`config.mk`:
```
export PLATFORM = sky130hd
export DESIGN_NAME = elec_cache_ctrl
export DESIGN_NICKNAME = d
export VERILOG_FILES = /design/src/rtl/elec_cache_ctrl.sv
export SDC_FILE = /design/constraint.sdc
export NUM_CORES = 1
export LEC_CHECK = 0
export ABC_AREA = 1
export BUFFER_PORTS_ARGS = -buffer_cell sky130_fd_sc_hd__buf_2
export CAP_MARGIN = 10
export CORE_ASPECT_RATIO = 1.25
export CORE_MARGIN = 2
export CORE_UTILIZATION = 40
export CTS_BUF_LIST = sky130_fd_sc_hd__clkbuf_8 sky130_fd_sc_hd__clkbuf_16
export CTS_CLUSTER_DIAMETER = 60
export CTS_CLUSTER_SIZE = 28
export DETAILED_ROUTE_END_ITERATION = 12
export PLACE_DENSITY = 0.61
export SYNTH_ARGS = -nofsm -noshare
export SYNTH_HDL_FRONTEND = slang
export SYNTH_SLANG_ARGS = --single-unit
```
`constraint.sdc`:
```
create_clock -name clk -period 3.6 [get_ports clk]
set_clock_uncertainty 0.05 [all_clocks]
set_input_delay 0.36 -clock clk [delete_from_list [all_inputs] [get_ports clk]]
set_output_delay 0.36 -clock clk [all_outputs]
set_load 0.02 [all_outputs]
```
`src/rtl/elec_cache_ctrl.sv`:
```
// rtl/elec_cache_ctrl.sv - SPI word writes to cache strobes, load tracking and apply sequencing
// One apply rotates the cache exactly one revolution into the electrode chain, then latches.
module elec_cache_ctrl #(
  parameter int ADDR_LEN  = 6,
  parameter int DATA_LEN  = 16,
  parameter int NUM_WORDS = 64,
  parameter int CHAIN_LEN = 1024
) (
  input  logic                clk,
  input  logic                rst,
  input  logic                wr_valid,
  input  logic [ADDR_LEN-1:0] wr_addr,
  input  logic [DATA_LEN-1:0] wr_data,
  input  logic                apply_req,
  input  logic                apply_mode,
  output logic                write_cache_en,
  output logic [ADDR_LEN-1:0] addr,
  output logic [DATA_LEN-1:0] data_in,
  output logic [3:0]          state,
  output logic                chain_en,
  output logic                elec_latch,
  output logic                ready,
  output logic                busy,
  output logic                done,
  output logic                err
);

  localparam int CNT_W = $clog2(CHAIN_LEN) + 1;
  localparam logic [3:0] CODE_IDLE  = 4'b0000;
  localparam logic [3:0] CODE_STIM  = 4'b0010;
  localparam logic [3:0] CODE_REC   = 4'b0100;
  localparam logic [3:0] CODE_LATCH = 4'b1000;

  typedef enum logic [1:0] {S_IDLE, S_SHIFT, S_LATCH, S_DONE} fsm_t;

  fsm_t                 r_fsm;
  logic [CNT_W-1:0]     r_cnt;
  logic [NUM_WORDS-1:0] r_mask;

  logic [NUM_WORDS-1:0] w_mask_next;
  logic [31:0]          w_addr_ext;
  logic                 w_idle;
  logic                 w_addr_ok;
  logic                 w_wr_ok;
  logic                 w_wr_rej;
  logic                 w_ap_ok;
  logic                 w_ap_rej;

  always_comb begin
    w_idle      = (r_fsm == S_IDLE);
    w_addr_ext  = 32'(wr_addr);
    w_addr_ok   = (w_addr_ext < 32'(NUM_WORDS));
    w_wr_ok     = wr_valid & w_idle & w_addr_ok;
    w_wr_rej    = wr_valid & ~w_wr_ok;
    // A same-cycle write wins over the apply so the write is never lost.
    w_ap_ok     = apply_req & w_idle & ready & ~wr_valid;
    w_ap_rej    = apply_req & ~w_ap_ok;
    w_mask_next = r_mask;
    if (w_wr_ok) begin
      w_mask_next[wr_addr] = 1'b1;
    end
  end

  always_ff @(posedge clk or posedge rst) begin
    if (rst) begin
      r_fsm          <= S_IDLE;
      r_cnt          <= '0;
      r_mask         <= '0;
      write_cache_en <= 1'b0;
      addr           <= '0;
      data_in        <= '0;
      state          <= CODE_IDLE;
      chain_en       <= 1'b0;
      elec_latch     <= 1'b0;
      ready          <= 1'b0;
      busy           <= 1'b0;
      done           <= 1'b0;
      err            <= 1'b0;
    end else begin
      write_cache_en <= w_wr_ok;
      if (w_wr_ok) begin
        addr    <= wr_addr;
        data_in <= wr_data;
      end
      r_mask     <= w_mask_next;
      ready      <= &w_mask_next;
      err        <= w_wr_rej | w_ap_rej;
      elec_latch <= 1'b0;
      done       <= 1'b0;

      case (r_fsm)
        S_IDLE: begin
          if (w_ap_ok) begin
            r_fsm    <= S_SHIFT;
            r_cnt    <= CNT_W'(CHAIN_LEN - 1);
            state    <= apply_mode ? CODE_REC : CODE_STIM;
            chain_en <= 1'b1;
            busy     <= 1'b1;
          end
        end
        S_SHIFT: begin
          // The state register itself holds the latched mode code for the whole rotation.
          if (r_cnt == '0) begin
            r_fsm      <= S_LATCH;
            state      <= CODE_LATCH;
            chain_en   <= 1'b0;
            elec_latch <= 1'b1;
          end else begin
            r_cnt <= r_cnt - 1'b1;
          end
        end
        S_LATCH: begin
          r_fsm <= S_DONE;
          state <= CODE_IDLE;
          done  <= 1'b1;
        end
        S_DONE: begin
          r_fsm <= S_IDLE;
          busy  <= 1'b0;
        end
        default: begin
          r_fsm    <= S_IDLE;
          state    <= CODE_IDLE;
          chain_en <= 1'b0;
          busy     <= 1'b0;
        end
      endcase
    end
  end

endmodule

```
==> flow_summary.json <==
{
  "run_status": "completed",
  "p_leak_nw": 3.09,
  "synth_ff_type": "dfrtp_1",
  "routed_wirelength_um": 10300,
  "worstMarginPinSlew_ns": 0.820,
  "h-tree-depth": 3,
  "syn_area_per_cell_um2": 8.74,
  "setup_tns_ns": 0,
  "synth_warnings": 0,
  "fmax_mhz": 394,
  "grt_antenna_before_repair": 0,
  "antennaDiodeCount": 0,
  "area_delta_synth_final_pct": 16.8,
  "synth.largest_area_cell": "dfrtp_1",
  "path_max_fanout": 31,
  "post-route-drc-count": 0,
  "drive_gt1_frac": 0.180,
  "antenna_left": 0,
  "synth_common_cells": "208 x nand2_1, 109 x dfrtp_1, 77 x inv_1, 41 x nor2_1, 22 x nand3_1",
  "numPortBuffers": 58,
  "path_class": "reg2reg",
  "post_cts_buffers": 0,
  "clk_path_buf_depth": 2,
  "hold-worst-slack_ns": 0.0941,
  "clk_latency_ns": 0.35,
  "avgViaCountPerCell": 4.63,
  "final-seq-area_um2": 2730,
  "r2r_end": "ready",
  "wl_per_cell_um": 13.3,
  "critPathRequiredTime_ns": 3.83,
  "dr.max_layer_used": "met4",
  "grt_pass1_wl_um": 18000,
  "rsz0062_at_grt": "false",
  "slew_violations": 0,
  "post-route-period-util": 0.704,
  "fillCellCount": 1156,
  "first_iter_violations": 128,
  "seq_area_frac_synth": 0.569,
  "finalHoldViolCount": 0,
  "grt_pass1_vias": 3766,
  "cts.clk_slew.worst_paths_ns": 0.07,
  "synth_edf_count": 0,
  "core_area_um2": 11700,
  "synth_cell_types": 28,
  "yosysMostFrequentCell": "nand2_1",
  "die_w_um": 102,
  "power_w": 0.00271,
  "fin_crit_ns": 2.53,
  "grt_max_degree": 67,
  "worstSetupStartpointType": "register",
  "r2r_cells": 12,
  "cts_tree": "built",
  "cts-root-buf": "clkbuf_16",
  "maxCapViolCount": 0,
  "end_kind": "register",
  "yosysTopAreaCellShare": 0.569,
  "powerDensity_nw_per_um2": 485,
  "num_io_pins": 60,
  "synth_fp_nets": 582,
  "cts_hold_buf": 0,
  "numCtsBuffers": 9,
  "netlist_instances": 548,
  "wl_met3_um": 473,
  "gp_congestion": 0.844,
  "finalSetupViolations": 0,
  "dp.final_hpwl_um": 7570,
  "cts.sinks": 109,
  "drt-pass1-iter-count": 4,
  "final_nets": 646,
  "die_area_um2": 12900,
  "relSlewSlack": 0.453,
  "grt.total_usage": 0.179,
  "r2r_start": "r_fsm[0]",
  "crit_arrival_ns": 2.77,
  "yosys_register_bits": 109,
  "rows": 44,
  "hp-class": "in2async",
  "async_reset_ff_frac": 1.00,
  "wl_met2_um": 5200,
  "m1WireLength_um": 4490,
  "r2r_slack_ns": 1.07,
  "vias": 3599,
  "die_h_um": 126,
  "multi_input_area_um2": 1710,
  "cts-resized-gates": 0,
  "ir_worst_vdd_uv": 225,
  "yosys-top-cells-area": "dfrtp_1 57%, nand2_1 16%, inv_1 6.0%, o21bai_2 3.5%, nor2_1 3.2%",
  "grt_overflow_total": 0,
  "start_util": 0.410,
  "syn_area_um2": 4790
}
==> report_power, final <==
group          leakage (nW)  switching, W  internal (W)
Combinational          1.71      0.000178     0.0000981
Clock                 0.175      0.000428      0.000693
Sequential             1.20     0.0000228       0.00129
==> cell families after synthesis <==
kind of cell,share of synthesized area
AND/OR/NAND/NOR,0.267
flip-flops,0.569
buffers and inverters,0.0729
AO/OA/AOI/OAI,0.0695
adder cells (fa/ha/maj),0.0183
XOR/XNOR,0.00183
other,0.000783
==> final cells by class <==
cell class / instances / share of cell area
clock inverter: 6 / 0.0183
timing repair buffer: 60 / 0.0545
multi-input combinational: 351 / 0.306
inverter: 81 / 0.0548
tap: 161 / 0.0360
clock buffer: 10 / 0.0427
sequential: 109 / 0.487
==> registers in the layout, indices dropped and copies added (netlist names) <==
register	count
r_fsm	2
data_in	16
ready	1
err	1
busy	1
elec_latch	1
addr	6
r_cnt	11
r_mask	64
chain_en	1
write_cache_en	1
done	1
state	3
==> worst max path at each step <==
stage                   from      end  slack (ns)  depth (start not counted)
finish              r_fsm[0]    ready        1.07                         12
global route        r_fsm[1]    ready        0.75                         12
CTS                 r_fsm[0]    ready        1.04                         12
detailed placement  r_fsm[0]    ready        1.07                         12
global placement    r_fsm[0]    ready        1.16                         12
floorplan                rst  addr[0]        0.32                          1
==> placed cells by master (no fill, tap or decap) <==
cell type  instances
a21oi_1            2
a22oi_1            1
a32oi_1            1
buf_2             58
buf_4              2
bufinv_16          3
clkbuf_16          9
clkbuf_8           1
clkinv_1           1
clkinv_2           1
conb_1             1
dfrtp_1          109
ha_1               7
inv_1             78
inv_2              3
inv_4              1
nand2_1          208
nand2_2            2
nand2_4            5
nand3_1           22
nand3_2            1
nand3b_1           5
nand4_1            3
nor2_1            41
nor2_2             6
nor2_4             3
nor2_8             1
nor3_1             2
o21ai_0           17
o21bai_1           7
o21bai_2          15
xnor2_1            1
==> critical path: stages (launching register included) <==
cell and delay [ns]:
dfrtp_1 0.40, inv_1 0.13, ha_1 0.37, nand2_4 0.33
nor2_8 0.30, nand2_4 0.13, o21bai_1 0.21, nand2_1 0.08
nor2_1 0.09, nand2_1 0.05, nor2_1 0.15, nand2_1 0.07
nor2_1 0.10
==> layer usage <==
metal,GRT usage,up-vias
met1,0.225,1725
met2,0.303,71
met3,0.0336,14
met5,0,-
li1,-,1789
met4,0.0706,0
==> through the flow <==
step / util / area (um^2) / setup slack, ns / std cells
2_1_floorplan: - / 4790 / 0.316 / 548
3_3_place_gp: 0.450 / 5260 / 1.16 / 762
3_5_place_dp: 0.450 / 5260 / 1.07 / 762
4_1_cts: 0.480 / 5600 / 1.04 / 778
5_1_grt: 0.480 / 5600 / 0.749 / 778
6_report: 0.480 / 5600 / 1.07 / 778
(Power assumes the default switching activity.)
